`src/rtl/led_fade_pkg.sv`:
```
// Shared mode encodings and small helpers for the LED fade engine.
package led_fade_pkg;

  typedef enum logic [1:0] {
    MODE_OFF     = 2'd0,
    MODE_WALK    = 2'd1,
    MODE_BREATHE = 2'd2,
    MODE_STATIC  = 2'd3
  } mode_e;

  function automatic mode_e mode_advance(input mode_e m);
    return mode_e'(m + 2'd1);
  endfunction

  // Callers truncate the result to their own channel count.
  function automatic logic [31:0] bin2gray(input logic [31:0] b);
    return b ^ (b >> 1);
  endfunction

endpackage

```
`src/rtl/pwm_level_channel.sv`:
```
// One PWM output: level is captured at period start so duty never changes mid-period.
module pwm_level_channel #(
  parameter int LEVELWIDTH = 10
) (
  input  logic                  clk,
  input  logic                  rst,
  input  logic [LEVELWIDTH-1:0] cnt,
  input  logic                  wrap,
  input  logic [LEVELWIDTH-1:0] level,
  output logic                  led_n
);

  logic [LEVELWIDTH-1:0] shadow;

  always_ff @(posedge clk or posedge rst) begin
    if (rst)       shadow <= '0;
    else if (wrap) shadow <= level;
  end

  assign led_n = ~(cnt < shadow);

endmodule

```
`src/rtl/led_fade_sequencer.sv`:
```
// Multi-channel LED fade engine: per-channel levels ramp toward mode targets,
// driven by clock-enable prescalers and a shared PWM counter.
module led_fade_sequencer
  import led_fade_pkg::*;
#(
  parameter int CHANNELS   = 3,
  parameter int PWM_DEGREE = 100,
  parameter int PWM_DIV    = 240,
  parameter int STEP_DIV   = 1200000,
  parameter int LEVEL_MAX  = 50,
  parameter int LEVELWIDTH = 10,
  parameter int RESET_MODE = 1
) (
  input  logic                clk,
  input  logic                rst,
  input  logic                mode_next,
  input  logic                hold,
  output logic [CHANNELS-1:0] led_n,
  output logic [1:0]          mode_o,
  output logic [CHANNELS-1:0] gray_o,
  output logic                settled_o
);

  localparam int STEP_W = (STEP_DIV > 1) ? $clog2(STEP_DIV) : 1;
  localparam int PDIV_W = (PWM_DIV > 1) ? $clog2(PWM_DIV) : 1;
  localparam logic [STEP_W-1:0]     STEP_LAST = STEP_W'(STEP_DIV - 1);
  localparam logic [STEP_W-1:0]     STEP_ONE  = STEP_W'(1);
  localparam logic [PDIV_W-1:0]     PDIV_LAST = PDIV_W'(PWM_DIV - 1);
  localparam logic [PDIV_W-1:0]     PDIV_ONE  = PDIV_W'(1);
  localparam logic [LEVELWIDTH-1:0] PWM_LAST  = LEVELWIDTH'(PWM_DEGREE - 1);
  localparam logic [LEVELWIDTH-1:0] LVL_ONE   = LEVELWIDTH'(1);
  localparam logic [LEVELWIDTH-1:0] LMAX      = LEVELWIDTH'(LEVEL_MAX);
  localparam logic [CHANNELS-1:0]   B_ONE     = CHANNELS'(1);
  localparam mode_e                 RST_MODE  = mode_e'(RESET_MODE[1:0]);

  logic [STEP_W-1:0]                    step_cnt;
  logic [PDIV_W-1:0]                    pdiv_cnt;
  logic [LEVELWIDTH-1:0]                pwm_cnt;
  logic                                 step_tick, pwm_tick, pwm_wrap;
  mode_e                                mode;
  logic [CHANNELS-1:0]                  b;
  logic                                 dir;
  logic [CHANNELS-1:0][LEVELWIDTH-1:0]  level, target;

  assign step_tick = (step_cnt == STEP_LAST);
  assign pwm_tick  = (pdiv_cnt == PDIV_LAST);
  assign pwm_wrap  = pwm_tick && (pwm_cnt == PWM_LAST);

  always_ff @(posedge clk or posedge rst) begin
    if (rst) begin
      step_cnt <= '0;
      pdiv_cnt <= '0;
      pwm_cnt  <= '0;
    end else begin
      step_cnt <= step_tick ? '0 : step_cnt + STEP_ONE;
      pdiv_cnt <= pwm_tick  ? '0 : pdiv_cnt + PDIV_ONE;
      if (pwm_tick) pwm_cnt <= pwm_wrap ? '0 : pwm_cnt + LVL_ONE;
    end
  end

  assign gray_o = CHANNELS'(bin2gray(32'(b)));
  assign mode_o = mode;

  always_comb begin
    target = '0;
    for (int i = 0; i < CHANNELS; i++) begin
      case (mode)
        MODE_WALK:    target[i] = gray_o[i] ? LMAX : '0;
        MODE_BREATHE: target[i] = dir ? LMAX : '0;
        MODE_STATIC:  target[i] = LMAX;
        default:      target[i] = '0;
      endcase
    end
  end

  assign settled_o = (level == target);

  // A settled step is spent on advancing the pattern, never on moving levels.
  always_ff @(posedge clk or posedge rst) begin
    if (rst) begin
      mode  <= RST_MODE;
      b     <= '0;
      dir   <= 1'b1;
      level <= '0;
    end else begin
      if (mode_next) mode <= mode_advance(mode);
      if (step_tick && !hold) begin
        if (!settled_o) begin
          for (int i = 0; i < CHANNELS; i++) begin
            if (level[i] < target[i])      level[i] <= level[i] + LVL_ONE;
            else if (level[i] > target[i]) level[i] <= level[i] - LVL_ONE;
          end
        end else if (mode == MODE_WALK) begin
          b <= b + B_ONE;
        end else if (mode == MODE_BREATHE) begin
          dir <= ~dir;
        end
      end
    end
  end

  for (genvar i = 0; i < CHANNELS; i++) begin : g_ch
    pwm_level_channel #(.LEVELWIDTH(LEVELWIDTH)) u_ch (
      .clk   (clk),
      .rst   (rst),
      .cnt   (pwm_cnt),
      .wrap  (pwm_wrap),
      .level (level[i]),
      .led_n (led_n[i])
    );
  end

endmodule

```
`config.mk`:
```
export PLATFORM = sky130hd
export DESIGN_NAME = led_fade_sequencer
export DESIGN_NICKNAME = d
export VERILOG_FILES = /design/src/rtl/led_fade_pkg.sv /design/src/rtl/pwm_level_channel.sv /design/src/rtl/led_fade_sequencer.sv
export SDC_FILE = /design/constraint.sdc
export NUM_CORES = 1
export LEC_CHECK = 0
export ABC_AREA = 1
export ABC_CLOCK_PERIOD_IN_PS = 9600
export CELL_PAD_IN_SITES_DETAIL_PLACEMENT = 1
export CELL_PAD_IN_SITES_GLOBAL_PLACEMENT = 1
export CORE_ASPECT_RATIO = 0.5
export CORE_MARGIN = 10
export CORE_UTILIZATION = 30
export CTS_CLUSTER_SIZE = 30
export DETAILED_ROUTE_END_ITERATION = 8
export MAX_ROUTING_LAYER = met4
export PLACE_DENSITY_LB_ADDON = 0.1
export SLEW_MARGIN = 20
export SYNTH_ARGS = -nofsm -noshare
export SYNTH_HDL_FRONTEND = slang
export SYNTH_SLANG_ARGS = --single-unit
```
`constraint.sdc`:
```
create_clock -name clk -period 9.6 [get_ports clk]
set_clock_uncertainty 0.2 [all_clocks]
set_input_delay 2.4 -clock clk [delete_from_list [all_inputs] [get_ports clk]]
set_output_delay 2.4 -clock clk [all_outputs]
set_load 0.01 [all_outputs]
```
==> impl_metrics.yaml, run 1 <==
clock_tree:
  cts_setup_buffers: 0
  ctsHoldBuffers: 0
  clk_pin_slew_worst_paths_ns: 0.07
  root_buffer: "clkbuf_16"
  ctsLongestPathBuffers: 2
  cts-resized-gates: 0
  cts.sinks: 105
  cts_inserted_buffers: 9
  cts_max_level: 3
  cts_tree: "done"
  clkLatencyLatePin_ns: 0.37
power_and_ir_drop:
  powerDensity_nw_per_um2: 211.1
  power.total_mw: 1.749
  p_leak_nw: 4.413
  ir_drop_mv: 0.07176
job:
  maxCapViolCount: 0
synthesis:
  yosys_most_used_dff: "dfrtp_1"
  synth.distinct_cells: 33
  async_flop_share_pct: 100.0
  synth_enable_flop_cells: 0
  syn_inst: 1074
  yosysMostFrequentCell: "nand2_1"
  synth_area_leader_cell: "dfrtp_1"
  synth_area_leaders: "dfrtp_1 34%, nand2_1 17%, ha_1 12%"
  yosysSeqAreaShare_pct: 35.03
  avgSynthCellArea_um2: 6.990
  syn_area_um2: 7507
  synth.net_count: 1152
  synth_warnings: 0
  synth_top_area_share_pct: 34.33
  synth_seq_cells: 105
  synthTopCellsByCount: "349 x nand2_1, 150 x inv_1, 113 x nor2_1"
timing:
  finalCritPeriodShare_pct: 61.29
  tns_ns: 0
  relSlewSlack_pct: 45.86
  worst_pin_slew_ns: 0.8121
  maxSlewViolCount: 0
  period_needed_ns: 5.883
  grt_setup_unrepaired: "false"
  hold_viol: 0
  finalSetupViolations: 0
  max_freq_mhz: 170.0
floorplanning:
  dieArea_um2: 32140
  num_rows: 40
  die_x_um: 243.7
  start_util_pct: 30.86
  die_y_um: 131.9
  num_io_pins: 13
  coreArea_um2: 24320
drt:
  drc: 0
  drt_iter0_markers: 287
  vias: 6617
  wirelength_um: 21260
  viasPerCell: 4.657
  dr.pass1.iters: 4
  ant_nets: 0
  wl_per_cell_um: 14.96
critical_path:
  endpoint_kind: "output pin"
  cp-start-kind: "flop"
  worstPathRequired_ns: 7.00
  startpoint: "mode_o[0]"
  cp.arrival_ns: 3.28
  worstSetupPathType: "reg -> out"
  reg2reg_depth: 17
  r2r_start: "mode_o[0]"
  cp_max_fo: 5
min_path:
  hp-class: "reg -> reg"
  worstHoldStart: "pdiv_cnt[0]"
  min_delay_path_depth: 1
placement:
  dp_cells: 1405
  place.gp.congestion: 0.8175
  portBuffers: 12
  dp_hpwl_um: 16550
finish:
  final_core_util_pct: 34.05
  syn_to_final_growth_pct: 10.33
  drive_gt1_share_pct: 3.134
  fin_cells: 1421
  fin_nets: 1158
  n_fill_cell: 3096
  antennaDiodeCount: 0
global_route:
  overflow: 0
  grt_pass1_wl_um: 35820
  grt_max_degree: 58
  antenna_found_initial: 0
  grt_use_total_pct: 13.87
  grt_pass1_vias: 6999
status:
  outcome: "finished clean"
layer usage:
layer	routed length (µm)	track usage (%)	vias to the layer above	part of all wire [%]
met4	99	2.058	0	0.47
met5	0	-	-	0
met3	591	3.378	9	2.8
met2	9602	21.49	34	45
li1	-	-	3398	-
met1	10970	18.28	3176	52
layout make-up:
type | count | area [µm²] | share of cell area [%]
multi-input combinational | 794 | 4200 | 50.71
sequential | 105 | 2630 | 31.75
tap | 336 | 420.4 | 5.076
timing repair buffer | 15 | 142.6 | 1.722
clock inverter | 6 | 65.06 | 0.7855
clock buffer | 10 | 239.0 | 2.885
inverter | 155 | 585.6 | 7.069
registers in the layout, indices dropped and copies added (netlist names):
name	cells
g_ch.u_ch.shadow	30
step_cnt	21
mode_o	2
pdiv_cnt	8
level	30
pwm_cnt	10
b	3
dir	1
power by group:
group	internal (mW)	switching (mW)	total, mW
registers	0.448	0.00575	0.454
clock network	0.210	0.181	0.392
logic	0.290	0.613	0.903
cells in the final DEF, fill, tap and decap left out, types with 5 or more instances in the layout:
cell type        netlist  layout
nand2_1              349     349
xor2_1                25      25
ha_1                  71      71
clkdlybuf4s50_1        0      12
o21ai_0               62      62
clkbuf_16              0       9
nor2_1               113     113
nand4_1               12      12
nor3_1                21      21
inv_1                150     149
xnor2_1                8       8
nand3_1               67      67
o21ai_1                5       5
a21oi_1               30      30
dfrtp_1              103     103
kinds of logic after synthesis:
family                     Yosys count  share of synthesized area [%]
xor gates and xnor gates            33                          3.850
buffers and inverters              175                          9.017
and+or+nand+nor                    573                          31.25
DFF                                105                          35.03
adders and majority gates           74                          12.63
AOI/OAI and AO/OA                  114                          8.217
worst max-delay path, cell delays in order (launching register included):
cell and delay (ns):
dfstp_2 0.58, inv_1 0.08, ha_1 0.24, a21oi_1 0.23
nand2_1 0.08, nand2_1 0.15, inv_1 0.07, ha_1 0.29
nand3_1 0.08, nor2_1 0.13, nand2_1 0.08, nor2_1 0.28
clkdlybuf4s50_1 0.62
worst paths after layout:
kind / end / slack (ns)
worst min register to register: pdiv_cnt[0] / 0.27
max in group asynchronous: pdiv_cnt[3] / 5.71
worst min-delay path: pdiv_cnt[0] / 0.27
worst max register to register: level[16] / 5.58
worst max-delay path: settled_o / 3.72
min in group asynchronous: level[28] / 2.33
through the flow:
stage | instance area, µm² | setup WS [ns] | hold slack, ns
final | 8283 | 3.717 | 0.2749
after global placement | 7979 | 4.119 | 0.2509
after CTS | 8283 | 3.643 | 0.2797
after detailed placement | 7979 | 4.071 | 0.2530
after global routing | 8283 | 3.417 | 0.3183
after floorplan | 7507 | 4.243 | 0.2329
Power figures use the tool's default switching activity.
==> inputs of run 2 (changes only) <==
- ABC_CLOCK_PERIOD_IN_PS: 9600 -> 4900
- clock period: 9.6 -> 4.9 ns (I/O delays scaled with it)
==> impl_metrics.yaml, run 2 (synthesis results as in run 1) <==
finish:
  final_cell_mix: "349 x nand2_1, 149 x inv_1, 112 x nor2_1, 103 x dfrtp_1, 70 x ha_1"
  antennaDiodeCount: 0
  syn_to_final_growth_pct: 10.32
  fin_nets: 1160
  drive_gt1_share_pct: 3.496
  fin_cells: 1423
  final_common_cell: "nand2_1"
  reg_top3: "g_ch.u_ch.shadow (30), level (30), step_cnt (21)"
  design_area_um2: 8282
critical_path:
  cp-start-kind: "flop"
  path_cells: "inv_1 -> ha_1 -> a21oi_1 -> nand2_1 -> nand2_1 -> inv_1 -> ha_1 -> nand3_1 -> nor2_1 -> nand2_1 -> nor2_2 -> clkdlybuf4s50_1"
  cp.depth: 12
  startpoint: "mode_o[0]"
  rr_endpoint: "level[6]"
  path_buf_inv: 3
  endpoint_kind: "output pin"
  worstPathRequired_ns: 3.47
  cp.arrival_ns: 3.19
  worstSetupPathType: "reg -> out"
  cp_max_fo: 5
  crit_slowest_cell: "clkdlybuf4s50_1"
  slowest_delay_ns: 0.59
  cpMostUsedCell: "nand2_1"
  reg2reg_depth: 18
  r2r_slack_ns: 0.89
  r2r_start: "mode_o[0]"
  cp_top_family: "buffers and inverters"
  crit_end: "settled_o"
timing:
  hold_viol: 0
  worst_pin_slew_ns: 0.8760
  finalSetupViolations: 0
  tns_ns: 0
  finalCritPeriodShare_pct: 94.09
  period_needed_ns: 4.611
  relSlewSlack_pct: 41.60
  grt_setup_unrepaired: "false"
  maxSlewViolCount: 0
  max_freq_mhz: 216.9
drt:
  drt_iter0_markers: 345
  wl_per_cell_um: 15.02
  viasPerCell: 4.684
  drc: 0
  wirelength_um: 21370
  dr.pass1.iters: 4
  ant_nets: 0
  vias: 6666
placement:
  dp_hpwl_um: 16430
  place.gp.congestion: 0.7891
  portBuffers: 12
  place_area_um2: 7994
  dp_cells: 1407
global_route:
  grt_pass1_wl_um: 36290
  overflow: 0
  grt_use_total_pct: 14.22
  grt_pass1_vias: 7011
  grt_max_degree: 62
  antenna_found_initial: 0
floorplanning:
  num_rows: 40
  coreArea_um2: 24320
  die_x_um: 243.7
  die_y_um: 131.9
  num_io_pins: 13
  dieArea_um2: 32140
  start_util_pct: 30.86
power_and_ir_drop:
  powerDensity_nw_per_um2: 410.3
  ir_drop_mv: 0.1782
  p_leak_nw: 4.398
clock_tree:
  cts_tree: "done"
  ctsLongestPathBuffers: 2
  root_buffer: "clkbuf_16"
  cts_inserted_buffers: 9
  cts_max_level: 3
  clk_pin_slew_worst_paths_ns: 0.08
  clkLatencyLatePin_ns: 0.38
  cts.sinks: 105
  cts_setup_buffers: 0
min_path:
  hp-class: "reg -> reg"
job:
  maxCapViolCount: 0
status:
  outcome: "finished clean"
-- run 2: per-layer routing --
metal | up-vias | part of all wire (%) | global-route usage, %
met4 | 0 | 0.76 | 2.642
met5 | - | 0 | -
li1 | 3416 | - | -
met3 | 14 | 4.0 | 3.499
met2 | 44 | 45 | 21.87
met1 | 3192 | 51 | 18.68
-- run 2: where the power goes --
part	switching [mW]	leakage, nW	internal, mW
registers	0.0109	1.43	0.878
logic	1.20	2.84	0.573
clock network	0.374	0.127	0.359
-- run 2: stage by stage --
| step | total power, mW | hold slack [ns] | util (%) | setup WS (ns) |
|---|---|---|---|---|
| global route | 3.764 | 0.2989 | 34.05 | 0.01857 |
| floorplan | 2.239 | 0.2329 | - | 0.7178 |
| detailed placement | 2.684 | 0.2592 | 32.87 | 0.5723 |
| global placement | 2.651 | 0.2518 | 32.87 | 0.6074 |
| finish | 3.398 | 0.2649 | 34.05 | 0.2895 |
| CTS | 3.447 | 0.2704 | 34.03 | 0.1282 |
-- run 2: worst min path at each step --
stage               cells past startpoint                    from                endpoint  slack [ns]
floorplan                               1             pdiv_cnt[0]             pdiv_cnt[0]        0.23
global placement                        1             pdiv_cnt[0]             pdiv_cnt[0]        0.25
finish                                  1             pdiv_cnt[0]             pdiv_cnt[0]        0.26
global route                            1             pdiv_cnt[0]             pdiv_cnt[0]        0.30
detailed placement                      2  g_ch[0].u_ch.shadow[4]  g_ch[0].u_ch.shadow[4]        0.26
CTS                                     1             pdiv_cnt[0]             pdiv_cnt[0]        0.27
-- run 2: cell type report --
| cell class | count | area, µm² |
|---|---|---|
| Sequential cell | 105 | 2630 |
| Clock buffer | 10 | 239.0 |
| Fill cell | 3093 | 16040 |
| Clock inverter | 6 | 43.79 |
| Inverter | 155 | 585.6 |
| Tap cell | 336 | 420.4 |
| Multi-Input combinational cell | 794 | 4205 |
| Timing Repair Buffer | 17 | 157.7 |
-- run 2: worst register-to-register path, cell delays in order (launching register included) --
cell,delay [ns]
dfstp_2,0.58
inv_1,0.07
ha_1,0.23
a21oi_1,0.25
nand2_1,0.08
nand2_1,0.16
ha_1,0.27
nand2_1,0.07
nand2_1,0.05
nor2_1,0.11
nand2_1,0.35
ha_1,0.53
nand2_1,0.07
o21ai_0,0.44
nand3_1,0.17
nand3_1,0.10
nand2_1,0.05
nand2_1,0.05
nand2_1,0.05
-- run 2: repair_timing --
item	CTS	global route
endpoints found under the hold margin	0	0
hold buffers	0	0
gates resized for setup	0	2
endpoints found under the setup margin	0	1
